`src/rtl/obi_rr_arbiter.sv`:
```
// N-master to 1-slave OBI arbiter with round-robin fairness and one outstanding transaction.
// Address-phase signals and read responses pass through combinationally; state, pointer, owner and err are registered.
module obi_rr_arbiter #(
  parameter int unsigned NUM_MASTERS = 4,
  parameter int unsigned ADDR_W      = 32,
  parameter int unsigned DATA_W      = 32
) (
  input  logic                              clk_i,
  input  logic                              rst_i,
  input  logic [NUM_MASTERS-1:0]            m_req_i,
  output logic [NUM_MASTERS-1:0]            m_gnt_o,
  input  logic [NUM_MASTERS*ADDR_W-1:0]     m_addr_i,
  input  logic [NUM_MASTERS-1:0]            m_we_i,
  input  logic [NUM_MASTERS*DATA_W/8-1:0]   m_be_i,
  input  logic [NUM_MASTERS*DATA_W-1:0]     m_wdata_i,
  output logic [NUM_MASTERS-1:0]            m_rvalid_o,
  output logic [NUM_MASTERS*DATA_W-1:0]     m_rdata_o,
  output logic                              s_req_o,
  input  logic                              s_gnt_i,
  output logic [ADDR_W-1:0]                 s_addr_o,
  output logic                              s_we_o,
  output logic [DATA_W/8-1:0]               s_be_o,
  output logic [DATA_W-1:0]                 s_wdata_o,
  input  logic                              s_rvalid_i,
  input  logic [DATA_W-1:0]                 s_rdata_i,
  output logic [$clog2(NUM_MASTERS)-1:0]    owner_o,
  output logic                              busy_o,
  output logic                              err_o
);

  localparam int unsigned BE_W  = DATA_W / 8;
  localparam int unsigned IDX_W = $clog2(NUM_MASTERS);

  typedef enum logic [1:0] {
    IDLE = 2'd0,
    ADDR = 2'd1,
    RESP = 2'd2
  } state_t;

  state_t           state;
  logic [IDX_W-1:0] rr_ptr;
  logic [IDX_W-1:0] owner;
  logic [IDX_W-1:0] winner;
  logic [IDX_W-1:0] sel;
  logic             any_req;
  logic             found;
  logic [IDX_W:0]   cand;

  function automatic logic [IDX_W-1:0] inc_wrap(input logic [IDX_W-1:0] x);
    return (x == IDX_W'(NUM_MASTERS - 1)) ? '0 : x + IDX_W'(1);
  endfunction

  // First requester at or after rr_ptr, wrapping N-1 -> 0
  always_comb begin
    winner = rr_ptr;
    found  = 1'b0;
    cand   = '0;
    for (int unsigned i = 0; i < NUM_MASTERS; i++) begin
      cand = {1'b0, rr_ptr} + (IDX_W+1)'(i);
      if (cand >= (IDX_W+1)'(NUM_MASTERS)) begin
        cand = cand - (IDX_W+1)'(NUM_MASTERS);
      end
      if (!found && m_req_i[cand[IDX_W-1:0]]) begin
        winner = cand[IDX_W-1:0];
        found  = 1'b1;
      end
    end
  end

  assign any_req = |m_req_i;
  assign sel     = (state == IDLE) ? winner : owner;

  // Address-phase mux, grants and response routing
  always_comb begin
    s_req_o    = 1'b0;
    m_gnt_o    = '0;
    m_rvalid_o = '0;
    m_rdata_o  = '0;
    s_addr_o   = '0;
    s_we_o     = 1'b0;
    s_be_o     = '0;
    s_wdata_o  = '0;
    for (int unsigned k = 0; k < NUM_MASTERS; k++) begin
      if (sel == IDX_W'(k)) begin
        s_addr_o  = m_addr_i[k*ADDR_W +: ADDR_W];
        s_we_o    = m_we_i[k];
        s_be_o    = m_be_i[k*BE_W +: BE_W];
        s_wdata_o = m_wdata_i[k*DATA_W +: DATA_W];
      end
      if (state == RESP && owner == IDX_W'(k)) begin
        m_rdata_o[k*DATA_W +: DATA_W] = s_rdata_i;
      end
    end
    case (state)
      IDLE: begin
        s_req_o = any_req;
        if (any_req) m_gnt_o[winner] = s_gnt_i;
      end
      ADDR: begin
        s_req_o        = m_req_i[owner];
        m_gnt_o[owner] = s_gnt_i & m_req_i[owner];
      end
      RESP: begin
        m_rvalid_o[owner] = s_rvalid_i;
      end
      default: ;
    endcase
  end

  always_ff @(posedge clk_i) begin
    if (rst_i) begin
      state  <= IDLE;
      rr_ptr <= '0;
      owner  <= '0;
      err_o  <= 1'b0;
    end else begin
      err_o <= s_rvalid_i && (state != RESP);
      case (state)
        IDLE: begin
          if (any_req) begin
            owner <= winner;
            if (s_gnt_i) begin
              rr_ptr <= inc_wrap(winner);
              if (!m_we_i[winner]) state <= RESP;
            end else begin
              state <= ADDR;
            end
          end
        end
        ADDR: begin
          // A master withdrawing its locked request releases the lock ungranted
          if (!m_req_i[owner]) begin
            state <= IDLE;
          end else if (s_gnt_i) begin
            rr_ptr <= inc_wrap(owner);
            state  <= m_we_i[owner] ? IDLE : RESP;
          end
        end
        RESP: begin
          if (s_rvalid_i) state <= IDLE;
        end
        default: state <= IDLE;
      endcase
    end
  end

  assign owner_o = owner;
  assign busy_o  = (state != IDLE);

endmodule

```
`config.mk`:
```
export PLATFORM = sky130hd
export DESIGN_NAME = obi_rr_arbiter
export DESIGN_NICKNAME = d
export VERILOG_FILES = /design/src/rtl/obi_rr_arbiter.sv
export SDC_FILE = /design/constraint.sdc
export NUM_CORES = 1
export LEC_CHECK = 0
export ABC_CLOCK_PERIOD_IN_PS = 2700
export CORE_AREA = 10 10 198 200
export DETAILED_ROUTE_END_ITERATION = 10
export DIE_AREA = 0 0 208 210
export PLACE_DENSITY = 0.5
export SLEW_MARGIN = 25
export SYNTH_ARGS = -nofsm -noshare
export SYNTH_HDL_FRONTEND = slang
export SYNTH_SLANG_ARGS = --single-unit
```
`constraint.sdc`:
```
create_clock -name clk_i -period 2.7 [get_ports clk_i]
set_input_delay 0.54 -clock clk_i [delete_from_list [all_inputs] [get_ports clk_i]]
set_output_delay 0.54 -clock clk_i [all_outputs]
set_load 0.03 [all_outputs]
```
==> flow_results.xml, run 1 <==
<?xml version="1.0" encoding="UTF-8"?>
<metrics>
  <group name="setup_path">
    <metric name="timing.critical_path.required" unit="ns">2.16</metric>
    <metric name="startpoint_type" unit="">input port</metric>
    <metric name="critical_path.startpoint" unit="">m_req_i[0]</metric>
    <metric name="crit_type" unit="">input port to primary output</metric>
    <metric name="crit_top_cell" unit="">sky130_fd_sc_hd__buf_12</metric>
    <metric name="worstPathCellList" unit="">buf_6, nor2b_4, or4_4, a31oi_4, buf_12, buf_12, buf_12, buf_8, mux2i_1, mux2i_2, buf_12</metric>
    <metric name="r2r-start" unit="">owner_o[0]$_SDFFE_PP0P_</metric>
    <metric name="path_delay_family" unit="">buffers and inverters</metric>
    <metric name="slowest_stage" unit="">sky130_fd_sc_hd__or4_4</metric>
    <metric name="worst_path_largest_cell_delay" unit="ns">0.54</metric>
    <metric name="critPathCaptureType" unit="">primary output</metric>
    <metric name="worst_ep_arrival_time" unit="ns">2.60</metric>
    <metric name="cp_max_fo" unit="">7</metric>
    <metric name="regToRegSetupSlack" unit="ns">0.62</metric>
    <metric name="cp.buffers_inverters" unit="">6</metric>
    <metric name="critical_path.reg2reg.endpoint" unit="">rr_ptr[0]$_SDFFE_PP0P_</metric>
    <metric name="reg2reg_depth" unit="">6</metric>
  </group>
  <group name="die">
    <metric name="chipWidth" unit="um">208</metric>
    <metric name="fp.coreArea" unit="um2">35200</metric>
    <metric name="ios" unit="">526</metric>
    <metric name="dieHeight" unit="um">210</metric>
    <metric name="design.die.area" unit="um2">43700</metric>
    <metric name="std_cell_rows" unit="">69</metric>
    <metric name="floorplan.initialDensity" unit="%">11.6</metric>
  </group>
  <group name="placed_design">
    <metric name="gpl.final_weighted_congestion" unit="">0.801</metric>
    <metric name="placed_cell_area" unit="um2">10700</metric>
    <metric name="place_hpwl" unit="mm">29.1</metric>
    <metric name="io_buffers" unit="">525</metric>
    <metric name="dp_slack" unit="ns">-1.16</metric>
  </group>
  <group name="synth">
    <metric name="postSynthRegisterBits" unit="">7</metric>
    <metric name="yosys_most_used_dff" unit="">sky130_fd_sc_hd__dfxtp_1</metric>
    <metric name="synth.net_count" unit="">801</metric>
    <metric name="synth.top_cell.area_share" unit="%">51.1</metric>
    <metric name="mappedNetlistArea" unit="um2">4100</metric>
    <metric name="async_reset_ff_share" unit="%">0</metric>
    <metric name="netlist_top_cells_area" unit="">sky130_fd_sc_hd__mux2i_1, sky130_fd_sc_hd__and3_1, sky130_fd_sc_hd__buf_12</metric>
    <metric name="postSynthAreaPerCell" unit="um2">8.59</metric>
    <metric name="post_synth_most_frequent_cells" unit="">sky130_fd_sc_hd__mux2i_1, sky130_fd_sc_hd__and3_1, sky130_fd_sc_hd__clkbuf_1, sky130_fd_sc_hd__buf_12</metric>
    <metric name="synthDistinctLibCells" unit="">44</metric>
    <metric name="synth_edf_count" unit="">0</metric>
    <metric name="synth_cells" unit="">477</metric>
    <metric name="ys_seq_area_share" unit="%">3.42</metric>
    <metric name="yosys.cell_count.top_type" unit="">sky130_fd_sc_hd__mux2i_1</metric>
    <metric name="synth-warning-count" unit="">0</metric>
    <metric name="largest_area_contributor_in_the_synthesized_netlist" unit="">sky130_fd_sc_hd__mux2i_1</metric>
  </group>
  <group name="drt">
    <metric name="routed_via_density" unit="">4.09</metric>
    <metric name="drc" unit="">0</metric>
    <metric name="route.detailed.wl_per_inst" unit="um">22.9</metric>
    <metric name="first_pass_iters" unit="">4</metric>
    <metric name="routed_wirelength" unit="mm">34.6</metric>
    <metric name="postRouteAntennaNets" unit="">0</metric>
    <metric name="drt_iter0_markers" unit="">206</metric>
    <metric name="dr_total_vias" unit="">6173</metric>
  </group>
  <group name="global_route">
    <metric name="grt_max_degree" unit="">134</metric>
    <metric name="grt_usage" unit="%">14.7</metric>
    <metric name="via_count_of_the_first_global_routing_pass" unit="">6528</metric>
    <metric name="grt_antenna_before_repair" unit="">6</metric>
    <metric name="grt_pass1_wl" unit="mm">48.8</metric>
    <metric name="grt-ovfl-total" unit="">0</metric>
  </group>
  <group name="cts">
    <metric name="cts.sink_count" unit="">7</metric>
    <metric name="ctsRootBufferMaster" unit="">sky130_fd_sc_hd__clkbuf_16</metric>
    <metric name="hold_fix_buffers_at_cts" unit="">0</metric>
    <metric name="insertion_delay" unit="ns">0.24</metric>
    <metric name="cts.path.max_buffers" unit="">2</metric>
    <metric name="ctsHtreeMaxLevel" unit="">1</metric>
    <metric name="clk_pin_slew_worst_paths" unit="ns">0.04</metric>
    <metric name="tritoncts" unit="">yes</metric>
    <metric name="cts-buffers-inserted" unit="">3</metric>
  </group>
  <group name="power">
    <metric name="power_density" unit="nW/um2">548</metric>
    <metric name="vdd.ir_drop.worst" unit="uV">327</metric>
    <metric name="leakage" unit="nW">5.35</metric>
  </group>
  <group name="timing">
    <metric name="tightest_slew" unit="ns">0.522</metric>
    <metric name="timing_max_transition_violations_final" unit="">0</metric>
    <metric name="relSlewSlack" unit="%">65.0</metric>
    <metric name="fmax" unit="MHz">319</metric>
    <metric name="finalClockSkew" unit="ns">0.00491</metric>
    <metric name="period_minus_slack" unit="ns">3.14</metric>
    <metric name="timing.final.setup_violations" unit="">70</metric>
    <metric name="post-route-worst-setup-slack" unit="ns">-0.435</metric>
    <metric name="final_hold_viol_count" unit="">0</metric>
    <metric name="post-route-period-util" unit="%">116</metric>
    <metric name="unrepaired_setup_endpoints_after_global_routing" unit="">true</metric>
  </group>
  <group name="min_path">
    <metric name="worst_hold_path.num_cells" unit="">2</metric>
    <metric name="hold_path_startpoint" unit="">rr_ptr[1]$_SDFFE_PP0P_</metric>
    <metric name="hold-path-endpoint" unit="">rr_ptr[1]$_SDFFE_PP0P_</metric>
    <metric name="min_path_type" unit="">register to register</metric>
  </group>
  <group name="layout">
    <metric name="post_route_cells_drive_above_1_share" unit="%">46.5</metric>
    <metric name="num-fill-cells" unit="">3489</metric>
    <metric name="layout-area-overhead-vs-synth" unit="%">202</metric>
    <metric name="post_route_standard_cell_area_excluding_fillers" unit="um2">12400</metric>
    <metric name="fin_nets" unit="">1373</metric>
    <metric name="final_core_utilization" unit="%">35.2</metric>
  </group>
  <group name="outcome">
    <metric name="outcome" unit="">finished with violations</metric>
    <metric name="failing_checks" unit="">setup timing</metric>
  </group>
  <group name="run">
    <metric name="cap_viol_max_count" unit="">0</metric>
  </group>
</metrics>
## final cells by class
cell class / count / area [um2] / area share (%)
tap: 461 / 577 / 4.66
timing repair buffer: 618 / 6570 / 53.0
clock buffer: 3 / 75.1 / 0.606
inverter: 8 / 32.5 / 0.263
clock inverter: 1 / 5.00 / 0.0404
antenna: 2 / 5.00 / 0.0404
sequential: 7 / 141 / 1.14
multi-input combinational: 411 / 4980 / 40.2
## layer usage
| metal | vias up | GRT usage, % | share of wire (%) |
|---|---|---|---|
| met5 | - | 0 | 0.13 |
| met4 | 8 | 1.77 | 0.75 |
| met3 | 19 | 5.90 | 9.8 |
| met2 | 305 | 26.8 | 52 |
| met1 | 2876 | 16.2 | 37 |
| li1 | 2965 | - | - |
## tightest hold or removal path, cell delays in order (launching register included)
cell and delay [ns]:
sky130_fd_sc_hd__dfxtp_2 0.33, sky130_fd_sc_hd__nor3_1 0.18, sky130_fd_sc_hd__nor3_1 0.08
## state kept, by name, indices dropped and copies added (netlist names)
signal,count
owner_o,2
rr_ptr,2
err_o,1
state,2
## kinds of logic after synthesis
logic type	synth area share, %
AOI/OAI and AO/OA	4.37
buffers and inverters	11.5
muxes	53.1
adders and majority gates	2.44
DFF	3.42
and+or+nand+nor	25.2
## worst max path at each step
stage                          endpoint  slack (ns)  cells after the start
final                      s_wdata_o[0]       -0.44                     11
after global routing      s_wdata_o[26]       -0.51                     10
after CTS                  s_addr_o[30]       -0.54                     11
after detailed placement   s_addr_o[30]       -1.16                     11
after global placement     s_addr_o[30]       -1.13                     11
after floorplan            s_addr_o[14]       -0.02                      7
## what timing repair did
item | CTS | global route
resized for setup | 219 | 72
buffers inserted | 18 | 5
cloned | 4 | 3
pin swaps | 6 | 3
setup endpoints to repair | 74 | 96
hold endpoints to repair | 0 | 0
## metrics by stage
step,hold slack (ns),std cells,TNS (ns),power [mW]
floorplan,0.547,477,-1.07,3.09
global placement,0.667,1480,-60.38,5.30
detailed placement,0.668,1480,-62.28,5.31
CTS,0.671,1505,-31.12,6.53
global route,0.733,1510,-28.75,7.06
finish,0.641,1511,-23.90,6.79
## where the power goes
part,leakage [nW],switching (mW),total (mW),internal (mW)
sequential,0.0582,0.0165,0.135,0.118
clock,0.0409,0.0729,0.269,0.196
combinational,5.25,2.95,6.39,3.44
total,5.35,3.04,6.79,3.75
## placed cells by master, fill, tap and decap left out, types with 3 or more instances in the layout
master,synthesis,layout
sky130_fd_sc_hd__a211oi_1,3,3
sky130_fd_sc_hd__a22o_1,4,4
sky130_fd_sc_hd__and3_1,135,135
sky130_fd_sc_hd__buf_12,13,58
sky130_fd_sc_hd__buf_16,0,8
sky130_fd_sc_hd__buf_4,2,184
sky130_fd_sc_hd__buf_6,1,40
sky130_fd_sc_hd__buf_8,0,7
sky130_fd_sc_hd__clkbuf_16,0,6
sky130_fd_sc_hd__clkdlybuf4s50_1,0,315
sky130_fd_sc_hd__dfxtp_1,7,6
sky130_fd_sc_hd__ha_1,8,7
sky130_fd_sc_hd__inv_1,7,7
sky130_fd_sc_hd__mux2i_1,209,44
sky130_fd_sc_hd__mux2i_2,1,70
sky130_fd_sc_hd__mux2i_4,0,96
sky130_fd_sc_hd__nor2_1,8,8
sky130_fd_sc_hd__nor2b_4,0,3
sky130_fd_sc_hd__nor3_1,6,6
(Power assumes the default switching activity.)
==> run 2: changes to the inputs <==
--- a/config.mk
+++ b/config.mk
@@ -10,7 +10,6 @@
 export DETAILED_ROUTE_END_ITERATION = 10
 export DIE_AREA = 0 0 208 210
 export PLACE_DENSITY = 0.5
-export SLEW_MARGIN = 25
 export SYNTH_ARGS = -nofsm -noshare
 export SYNTH_HDL_FRONTEND = slang
 export SYNTH_SLANG_ARGS = --single-unit
==> results of run 2 <==
No change in the layout: final DEF, timing and power equal those of run 1.
